## config.mk

```make
export PLATFORM = sky130hd
export DESIGN_NAME = mmu_arbiter
export DESIGN_NICKNAME = d
export VERILOG_FILES = /design/src/rtl/mmu_pkg.sv /design/src/rtl/mmu_arbiter_rr.sv /design/src/rtl/mmu_arbiter.sv
export SDC_FILE = /design/constraint.sdc
export NUM_CORES = 1
export LEC_CHECK = 0
export BUFFER_PORTS_ARGS = -buffer_cell sky130_fd_sc_hd__buf_2
export CORE_AREA = 2 2 545 547
export CTS_CLUSTER_DIAMETER = 50
export DETAILED_ROUTE_END_ITERATION = 16
export DIE_AREA = 0 0 547 549
export PLACE_DENSITY = 0.3
export SLEW_MARGIN = 20
export SYNTH_ARGS = -nofsm -noshare
export SYNTH_HDL_FRONTEND = slang
export SYNTH_HIERARCHICAL = 1
export SYNTH_SLANG_ARGS = --single-unit
```

## constraint.sdc

```tcl
create_clock -name clk -period 5.9 [get_ports clk]
set_clock_uncertainty 0.05 [all_clocks]
set_input_delay 0.885 -clock clk [delete_from_list [all_inputs] [get_ports clk]]
set_output_delay 0.885 -clock clk [all_outputs]
set_load 0.02 [all_outputs]
```

## src/rtl/mmu_pkg.sv

```systemverilog
// ----------------------------------------------------------------------------
// mmu_pkg
//   Shared types for the memory management unit arbiter.
//   - mmu_state_e : transaction FSM states (IDLE -> ISSUE -> WAIT -> RESP)
//   - mmu_op_e    : latched operation of the granted request
//   - idx_width() : width of a channel index (at least 1 bit)
// ----------------------------------------------------------------------------
package mmu_pkg;

    typedef enum logic [1:0] {
        IDLE,
        ISSUE,
        WAIT,
        RESP
    } mmu_state_e;

    typedef enum logic {
        OP_READ,
        OP_WRITE
    } mmu_op_e;

    // Channel index width; a single channel still needs one bit of source id.
    function automatic int idx_width(input int n);
        return (n > 1) ? $clog2(n) : 1;
    endfunction

endpackage

```

## src/rtl/mmu_arbiter_rr.sv

```systemverilog
// ----------------------------------------------------------------------------
// rr_arbiter
//   Purely combinational round-robin selector. The winner is the first
//   requester found at or after (i_last + 1) mod N.
// Ports
//   i_req   [N-1:0]  request vector
//   i_last  [IW-1:0] index of the previously completed grant
//   o_grant [N-1:0]  one-hot grant (all zero when no request)
//   o_idx   [IW-1:0] index of the granted requester
//   o_any   1        at least one request present
// ----------------------------------------------------------------------------
module rr_arbiter
    import mmu_pkg::*;
#(
    parameter int N  = 2,
    parameter int IW = idx_width(N)
) (
    input  logic [N-1:0]  i_req,
    input  logic [IW-1:0] i_last,
    output logic [N-1:0]  o_grant,
    output logic [IW-1:0] o_idx,
    output logic          o_any
);

    int unsigned w_cand;

    always_comb begin
        o_grant = '0;
        o_idx   = '0;
        o_any   = 1'b0;
        w_cand  = '0;
        // Walk the ring starting just after the last grant; the first hit wins.
        for (int unsigned off = 1; off <= N; off++) begin
            w_cand = (32'(i_last) + off) % N;
            if (!o_any && i_req[w_cand]) begin
                o_any           = 1'b1;
                o_grant[w_cand] = 1'b1;
                o_idx           = IW'(w_cand);
            end
        end
    end

endmodule

```

## src/rtl/mmu_arbiter.sv

```systemverilog
// ----------------------------------------------------------------------------
// mmu_arbiter
//   Serialises line-wide read/write requests from CHANNELS caches onto a
//   single memory bus. Round-robin arbitration, one outstanding transaction,
//   source-id tagging and a watchdog that aborts stalled transactions.
// Parameters
//   CHANNELS  number of cache-side requesters (>= 1)
//   WIDTH     line / memory data width in bits
//   XLEN      address width in bits
//   TIMEOUT   max cycles spent in ISSUE+WAIT before abort; 0 disables
// Ports
//   clk, reset_n                  clock (rising edge), async active-low reset
//   ch_read/ch_write  [CH]        level requests, held until ch_done
//   ch_address        [CH*XLEN]   per-channel line address
//   ch_wdata          [CH*WIDTH]  per-channel write line
//   ch_ready          [CH]        pulse: request granted and latched
//   ch_done/ch_err    [CH]        pulse: completion / watchdog abort
//   ch_rdata          [WIDTH]     read line, valid in the ch_done cycle
//   mem_read/mem_write            strobes, held until mem_ready
//   mem_address/mem_wdata         latched request fields
//   mem_source                    granted channel id
//   mem_rdata/mem_ready/mem_done  memory response
// ----------------------------------------------------------------------------
module mmu_arbiter
    import mmu_pkg::*;
#(
    parameter int CHANNELS = 2,
    parameter int WIDTH    = 256,
    parameter int XLEN     = 32,
    parameter int TIMEOUT  = 1024
) (
    input  logic                          clk,
    input  logic                          reset_n,
    input  logic [CHANNELS-1:0]           ch_read,
    input  logic [CHANNELS-1:0]           ch_write,
    input  logic [CHANNELS*XLEN-1:0]      ch_address,
    input  logic [CHANNELS*WIDTH-1:0]     ch_wdata,
    output logic [CHANNELS-1:0]           ch_ready,
    output logic [CHANNELS-1:0]           ch_done,
    output logic [CHANNELS-1:0]           ch_err,
    output logic [WIDTH-1:0]              ch_rdata,
    output logic                          mem_read,
    output logic                          mem_write,
    output logic [XLEN-1:0]               mem_address,
    output logic [WIDTH-1:0]              mem_wdata,
    output logic [idx_width(CHANNELS)-1:0] mem_source,
    input  logic [WIDTH-1:0]              mem_rdata,
    input  logic                          mem_ready,
    input  logic                          mem_done
);

    localparam int SW      = idx_width(CHANNELS);
    localparam int WDW     = (TIMEOUT > 1) ? $clog2(TIMEOUT + 1) : 1;
    localparam int WD_LAST = (TIMEOUT > 0) ? TIMEOUT - 1 : 0;
    localparam logic [SW-1:0] LAST_INIT = SW'(CHANNELS - 1);

    mmu_state_e          r_state;
    mmu_op_e             r_op;
    logic [SW-1:0]       r_gnt;
    logic [SW-1:0]       r_last;
    logic [WDW-1:0]      r_wd;
    logic [WIDTH-1:0]    r_rdata;

    logic [CHANNELS-1:0] w_req;
    logic [CHANNELS-1:0] w_grant;
    logic [SW-1:0]       w_idx;
    logic                w_any;
    logic                w_wd_hit;
    logic                w_complete;

    assign w_req = ch_read | ch_write;

    rr_arbiter #(
        .N  (CHANNELS),
        .IW (SW)
    ) u_rr (
        .i_req   (w_req),
        .i_last  (r_last),
        .o_grant (w_grant),
        .o_idx   (w_idx),
        .o_any   (w_any)
    );

    // r_wd == TIMEOUT-1 marks the TIMEOUT-th cycle spent in ISSUE/WAIT.
    assign w_wd_hit   = (TIMEOUT != 0) && (r_wd == WDW'(WD_LAST));
    // mem_done only completes in ISSUE when paired with mem_ready.
    assign w_complete = mem_done && ((r_state == WAIT) || mem_ready);

    // The capture register doubles as the shared read-data output; it is
    // cleared when RESP ends so stale data never lingers.
    assign ch_rdata = r_rdata;

    always_ff @(posedge clk or negedge reset_n) begin
        if (!reset_n) begin
            r_state     <= IDLE;
            r_op        <= OP_READ;
            r_gnt       <= '0;
            r_last      <= LAST_INIT;
            r_wd        <= '0;
            r_rdata     <= '0;
            ch_ready    <= '0;
            ch_done     <= '0;
            ch_err      <= '0;
            mem_read    <= 1'b0;
            mem_write   <= 1'b0;
            mem_address <= '0;
            mem_wdata   <= '0;
            mem_source  <= '0;
        end else begin
            ch_ready <= '0;
            ch_done  <= '0;
            ch_err   <= '0;

            case (r_state)
                IDLE: begin
                    r_wd <= '0;
                    if (w_any) begin
                        r_gnt       <= w_idx;
                        mem_source  <= w_idx;
                        mem_address <= ch_address[w_idx*XLEN +: XLEN];
                        mem_wdata   <= ch_wdata[w_idx*WIDTH +: WIDTH];
                        ch_ready    <= w_grant;
                        // Write wins when both strobes are set on one channel.
                        if (ch_write[w_idx]) begin
                            r_op      <= OP_WRITE;
                            mem_write <= 1'b1;
                        end else begin
                            r_op      <= OP_READ;
                            mem_read  <= 1'b1;
                        end
                        r_state <= ISSUE;
                    end
                end

                ISSUE, WAIT: begin
                    r_wd <= r_wd + 1'b1;
                    // A genuine completion in the last watchdog cycle still
                    // counts as a normal completion.
                    if (w_complete) begin
                        mem_read       <= 1'b0;
                        mem_write      <= 1'b0;
                        r_rdata        <= (r_op == OP_READ) ? mem_rdata : '0;
                        ch_done[r_gnt] <= 1'b1;
                        r_state        <= RESP;
                    end else if (w_wd_hit) begin
                        mem_read       <= 1'b0;
                        mem_write      <= 1'b0;
                        r_rdata        <= '0;
                        ch_done[r_gnt] <= 1'b1;
                        ch_err[r_gnt]  <= 1'b1;
                        r_state        <= RESP;
                    end else if ((r_state == ISSUE) && mem_ready) begin
                        mem_read  <= 1'b0;
                        mem_write <= 1'b0;
                        r_state   <= WAIT;
                    end
                end

                RESP: begin
                    r_rdata <= '0;
                    r_last  <= r_gnt;
                    r_state <= IDLE;
                end

                default: r_state <= IDLE;
            endcase
        end
    end

endmodule

```

# Yosys cells after proc, flatten, opt, wreduce, memory -nomap -nowiden

Cells that the tools add are included.
W data, S select, Z words.

Register bits: 568
Input bits: 840
Word-level logic and storage cells: 98

$add $sub $neg: 3
Order comparisons: 7
Equal/unequal tests: 9
Shift operators: 2
Multiplexer cells: 45
Bitwise logic cells: 2
Reductions and logical operators: 17

Operators with widths:

| kind                    | number |
|---|---|
| $mux W256               | 3 |
| $pmux W256 S2           | 1 |
| $shiftx A512 B10 Y256   | 1 |
| $shiftx A64 B7 Y32      | 1 |
| $mux W2                 | 13 |
| $pmux W11 S2            | 1 |
| $mux W1                 | 21 |
| $add A11 B1 Y11 const B | 1 |
| $eq A11 B10 Y1 const B  | 1 |
| $lt A1 B2 Y1 const B    | 4 |
| $reduce_and A4 Y1       | 2 |
| $logic_and A1 B1 Y1     | 6 |
| $pmux W2 S3             | 1 |
| $reduce_and A2 Y1       | 3 |
| $eq A2 B2 Y1 const B    | 2 |
| $ne A2 B2 Y1 const B    | 2 |
| $ne A4 B4 Y1 const B    | 1 |
| $or A2 B2 Y2            | 2 |
| $pmux W1 S2             | 2 |
| $reduce_bool A2 Y1      | 2 |
| $demux W1 S1            | 3 |
| $ge A1 B1 Y1 const B    | 3 |
| $ne A3 B3 Y1 const B    | 1 |
| $add A1 B1 Y1 const B   | 2 |
| 6 further kinds         | 6 |

# Logic depth before layout (Yosys ltp)

Depth in word-level cells: 12
Gate-level depth with buffers: 9

# Hierarchy

The synthesis kept the hierarchy.

By module, submodules not included:

| module      | times used | cells an instance | area an instance (sq um) | seq. area each (sq um) |
|---|---|---|---|---|
| mmu_arbiter | 1          | 1932              | 23321.1                  | 14214.9 |
| rr_arbiter  | 1          | 5                 | 32.5                     | 0.0 |

# Worst setup path after synthesis

No wires, ideal clock.

Path type: in2reg
Start point: input ch_write[0]
End point: register mem_wdata[181]
Setup time: 83 ps
Arrival time: 2644 ps
Data required time: 5767 ps
Path slack: 3124 ps
Cell stages on the path: 9
Cells stage by stage: or2_2 or2_1 nand2_1 buf_2 clkbuf_1 clkbuf_1 buf_1 nand2_1 o21ai_0

Longest elaborated chain between the ends: 8
Elaborated cells between the ends (all ways): 13
Those cells by class: shift (1); mux (8); bitwise (1); reduce/logical (3)

Ends and longest elaborated chain:

| element                                     | RTL line             | RTL |
|---|---|---|
| from (decl)                                 | mmu_arbiter.sv:35    | `input logic [CHANNELS-1:0] ch_write,` |
| $or A2 B2 Y2 *                              | mmu_arbiter.sv:71    | `assign w_req = ch_read \| ch_write;` |
| $mux W1 (implied by the code) (2 in series) | mmu_arbiter_rr.sv:35 | `if (!o_any && i_req[w_cand]) begin` |
| $mux W1                                     | mmu_arbiter_rr.sv:35 |  |
| $logic_not A1 Y1                            | mmu_arbiter_rr.sv:35 |  |
| $logic_and A1 B1 Y1                         | mmu_arbiter_rr.sv:35 |  |
| $mux W1 *                                   | mmu_arbiter_rr.sv:35 |  |
| net w_any                                   | mmu_arbiter.sv:67    | `logic w_any;` |
| $reduce_and A2 Y1 (no line) *               | n/a                  |  |
| to (signal assigned)                        | mmu_arbiter.sv:121   | `mem_wdata <= ch_wdata[w_idx*WIDTH +: WIDTH];` |
| to (decl)                                   | mmu_arbiter.sv:45    | `output logic [WIDTH-1:0] mem_wdata,` |

The timed path passes the listed nets; every way through them passes the cells marked *. The select of a mux whose other input is x is not followed.
A chain may end at the register's enable or synchronous reset.

# Worst setup path after layout

Start point: register r_state[1]
End point: register r_rdata[178] (netlist: ch_rdata[178])

Longest elaborated chain between the ends: 5
Elaborated cells between the ends (all ways): 11
Those cells by class: eq/ne (4); mux (2); reduce/logical (5)

Ends and longest elaborated chain:

| element                                            | RTL line                              | RTL |
|---|---|---|
| from (decl)                                        | mmu_arbiter.sv:57                     | `mmu_state_e r_state;` |
| from (signal assigned)                             | mmu_arbiter.sv:95                     | `r_state <= IDLE;` |
| from (signal assigned)                             | mmu_arbiter.sv:131                    | `r_state <= ISSUE;` |
| from (signal assigned)                             | mmu_arbiter.sv:144                    | `r_state <= RESP;` |
| $eq A2 B2 Y1                                       | mmu_arbiter.sv:87, mmu_arbiter.sv:114 |  |
| $logic_or A1 B1 Y1                                 | mmu_arbiter.sv:87                     | `assign w_complete = mem_done && ((r_state == WAIT) \|\| mem_ready);` |
| $logic_and A1 B1 Y1                                | mmu_arbiter.sv:87                     |  |
| $mux W256 or $ne A3 B3 Y1 (tied branches)          | n/a                                   |  |
| $pmux W256 S2 or $reduce_and A2 Y1 (tied branches) | n/a                                   |  |
| to (signal assigned)                               | mmu_arbiter.sv:142                    | `r_rdata <= (r_op == OP_READ) ? mem_rdata : '0;` |
| to (decl)                                          | mmu_arbiter.sv:62                     | `logic [WIDTH-1:0] r_rdata;` |

Several ways; a longest one is shown, not always the timed one.

==> results.md <==
- Leakage Power: 19.62 nW
- Rel. slew slack: 22.11%
- Crit-path leading delay family: buffers and inverters
- Crit-path most repeated cell: buf_12
- Final non-filler cell area: 0.03900 mm²
- Final Setup Violations: 0
- CP max FO: 139
- Worst-skew pair later-pin latency: 0.83 ns
- Routed wire per std cell: 23.02 µm
- Pin count of the biggest net entering global routing: 140
- Cell Rows: 200
- Slowest cell delay on critical path: 0.71 ns
- Htree depth: 3
- Vias/cell: 2.909
- CP Capture Type: register
- PostCTS Resize Cnt: 0
- Number of buffers and inverters on the critical path: 3
- All-Layer GR Usage: 10.85%
- Routed WL: 170,000 µm
- Post-Place Cell Area: 0.03506 mm²
- Final period util: 53.85%
- Post-Synth Adder-Cell Area: 0.3215%
- Post-detailed-route DRC marker count: 0
- Synth Register Bits: 568
- Net Count, Synth: 2,783
- Slowest stage cell on the critical path: ha_1
- Most frequent cell after synthesis: dfrtp_1
- Area of the core: 0.2950 mm²
- CTS tree: yes
- Xor-xnor portion of the synthesized cell area: 0.1875%
- First-pass GRT wire length: 219,400 µm
- Syn Area/Cell: 12.06 µm²
- Final net count: 4,192
- Top_reg_cell synth: dfrtp_1
- CTS root buffer: clkbuf_16
- Fraction of layout cells with a size suffix above 1: 48.17%
- Clk slew on worst S/H paths: 0.05 ns
- Critical path data arrival time: 3.83 ns
- Power per cell area: 645.3 mW/mm²
- Detailed-route via count: 21,490
- Setup TNS: 0 ns
- Post-synth EDFFs: 0
- Io pins: 1,393
- Die area: 0.3003 mm²
- Die height: 549 µm
- Placer Congestion: 0.9158
- Total power: 25.17 mW
- Width of the chip: 547 µm
- DR iter-0 viols: 1,122
- Top cells by area, synth: dfrtp_1 (61%), mux2i_1 (13%), a22o_1 (9.7%), o21ai_0 (6.3%), nand2_1 (4.7%)
- # hold bufs at CTS: 0
- Synth top cells by count: dfrtp_1 (567), nand2_1 (295), o21ai_0 (294)
- Final non-filler cell total: 7,386
- Core Util, Final: 13.22%
- RSZ-0062 raised after global routing: no
- Vias in the first global route: 22,770
- Synth top area share: 60.76%
- YS warnings: 6
- DR pass1 iterations: 4
- Starting Density: 7.916%
- Clock Sinks: 568
- Worst-margin pin slew: 1.168 ns
- Post-CTS setup buffers: 0
- Hold Path Class: in2async
- Cell Area, Synth: 0.02335 mm²
- Yosys top cell by area: dfrtp_1
- Multiplexer area fraction after synthesis: 12.71%
- Worst vdd ir: 415.5 µV
- Simple-Gate Fraction of Synth Area: 5.711%
- Initial antenna violation count: 20
- Max-cap viol count: 0
- Largest family of logic cells by synthesized area: compound AO/OA/AOI/OAI gates
- Half-perimeter wire length after placement: 142,800 µm
- Port Buffers: 1,392
- Clock Tree Buf Depth: 4
- Crit path time final: 3.177 ns
- Antenna-violating nets left: 0
- Fmax: 314.8 MHz
- Global route overflow: 0
- Synth cell types: 42
- Slew Viols, Final: 0
- Type of element launching the critical path: register
- Status: completed
- Gate Count Post-Synth: 1,937
- Post-synthesis async set-or-reset flop share: 100.0%
- Hold Vio Cnt, Final: 0
- Synth Area in Compound Gates: 16.55%
- Cts bufs inserted: 112
- Sequential fraction of the synthesis area: 60.87%
- Area Overhead vs Synth: 67.00%
- Cells after DPL: 7,171
- Crit Path Class: reg2reg
- CP Cell Sequence: inv_1 -> ha_1 -> nor4b_4 -> buf_12 -> buf_12 -> a22o_1
- Required @ worst endpoint: 6.55 ns
## per-stage QoR
stage          hold WS, ns  setup slack, ns
3_5_place_dp        0.4169            2.433
2_1_floorplan       0.4212            3.124
4_1_cts            0.04460            2.780
5_1_grt            0.06327            2.628
3_3_place_gp        0.4089            2.298
6_report           0.07835            2.723
## final cells by class
class | instances | area (µm²)
Clock buffer | 134 | 3015
Sequential cell | 568 | 14210
Tap cell | 3939 | 4928
Inverter | 8 | 30.03
Timing Repair Buffer | 1449 | 7562
Multi-Input combinational cell | 1207 | 8323
Clock inverter | 70 | 899.6
Fill cell | 33710 | 256000
Antenna cell | 11 | 27.53
## sequential cells by signal, summed over array words and instances (netlist names)
signal and flops:
mem_read 1, r_state 2, ch_err 2, r_last 1
mem_write 1, mem_wdata 256, mem_address 32, r_wd 11
ch_ready 2, r_op 1, r_gnt 1, ch_rdata 256
ch_done 2
## per-layer routing
metal	GRT usage (%)	vias up	wire length, µm
met5	0	-	53
met4	3.449	8	5534
met3	5.137	172	18920
met2	19.24	1120	85490
met1	11.19	10320	60000
li1	-	9868	-
## placed cells by master, fill, tap and decap left out, types with 3 or more instances in the layout
cell type and n:
buf_2 1391, dfrtp_1 567, nand2_1 294, o21ai_0 294
mux2i_1 293, a22o_1 258, clkbuf_16 112, buf_4 44
clkinv_2 18, bufinv_16 14, clkbuf_8 13, buf_12 12
diode_2 11, inv_6 11, nor2_1 10, clkinvlp_4 10
clkinv_4 10, clkbuf_1 9, inv_1 8, ha_1 6
and3_1 4, xnor2_1 4, nand2b_1 4, nor3_1 3
o211a_1 3, inv_8 3
## power breakdown
group | total (mW) | internal (mW) | leakage, nW | switching, mW
Combinational | 11.4 | 3.33 | 10.4 | 8.08
Sequential | 7.01 | 5.79 | 7.32 | 1.22
Clock | 6.74 | 4.29 | 1.90 | 2.46
Total | 25.2 | 13.4 | 19.6 | 11.8
## cells by family after synthesis
group                    after synthesis
buffers and inverters                162
flip-flops                           568
XOR/XNOR                               5
AND/OR/NAND/NOR                      332
multiplexers                         296
adder cells (fa/ha/maj)                6
AO/OA/AOI/OAI                        568
## final timing paths
check | from | endpoint | slack (ns) | depth (start not counted)
max | r_state[1] | ch_rdata[178] | 2.72 | 6
min reg2reg | mem_wdata[255] | mem_wdata[255] | 0.42 | 2
min | reset_n | ch_rdata[179] | 0.08 | 1
min in group clk | mem_rdata[9] | ch_rdata[9] | 0.23 | 2
max in group asynchronous | reset_n | ch_rdata[72] | 4.47 | 2
max reg2reg | r_state[1] | ch_rdata[178] | 2.72 | 6
Power figures use the tool's default switching activity.
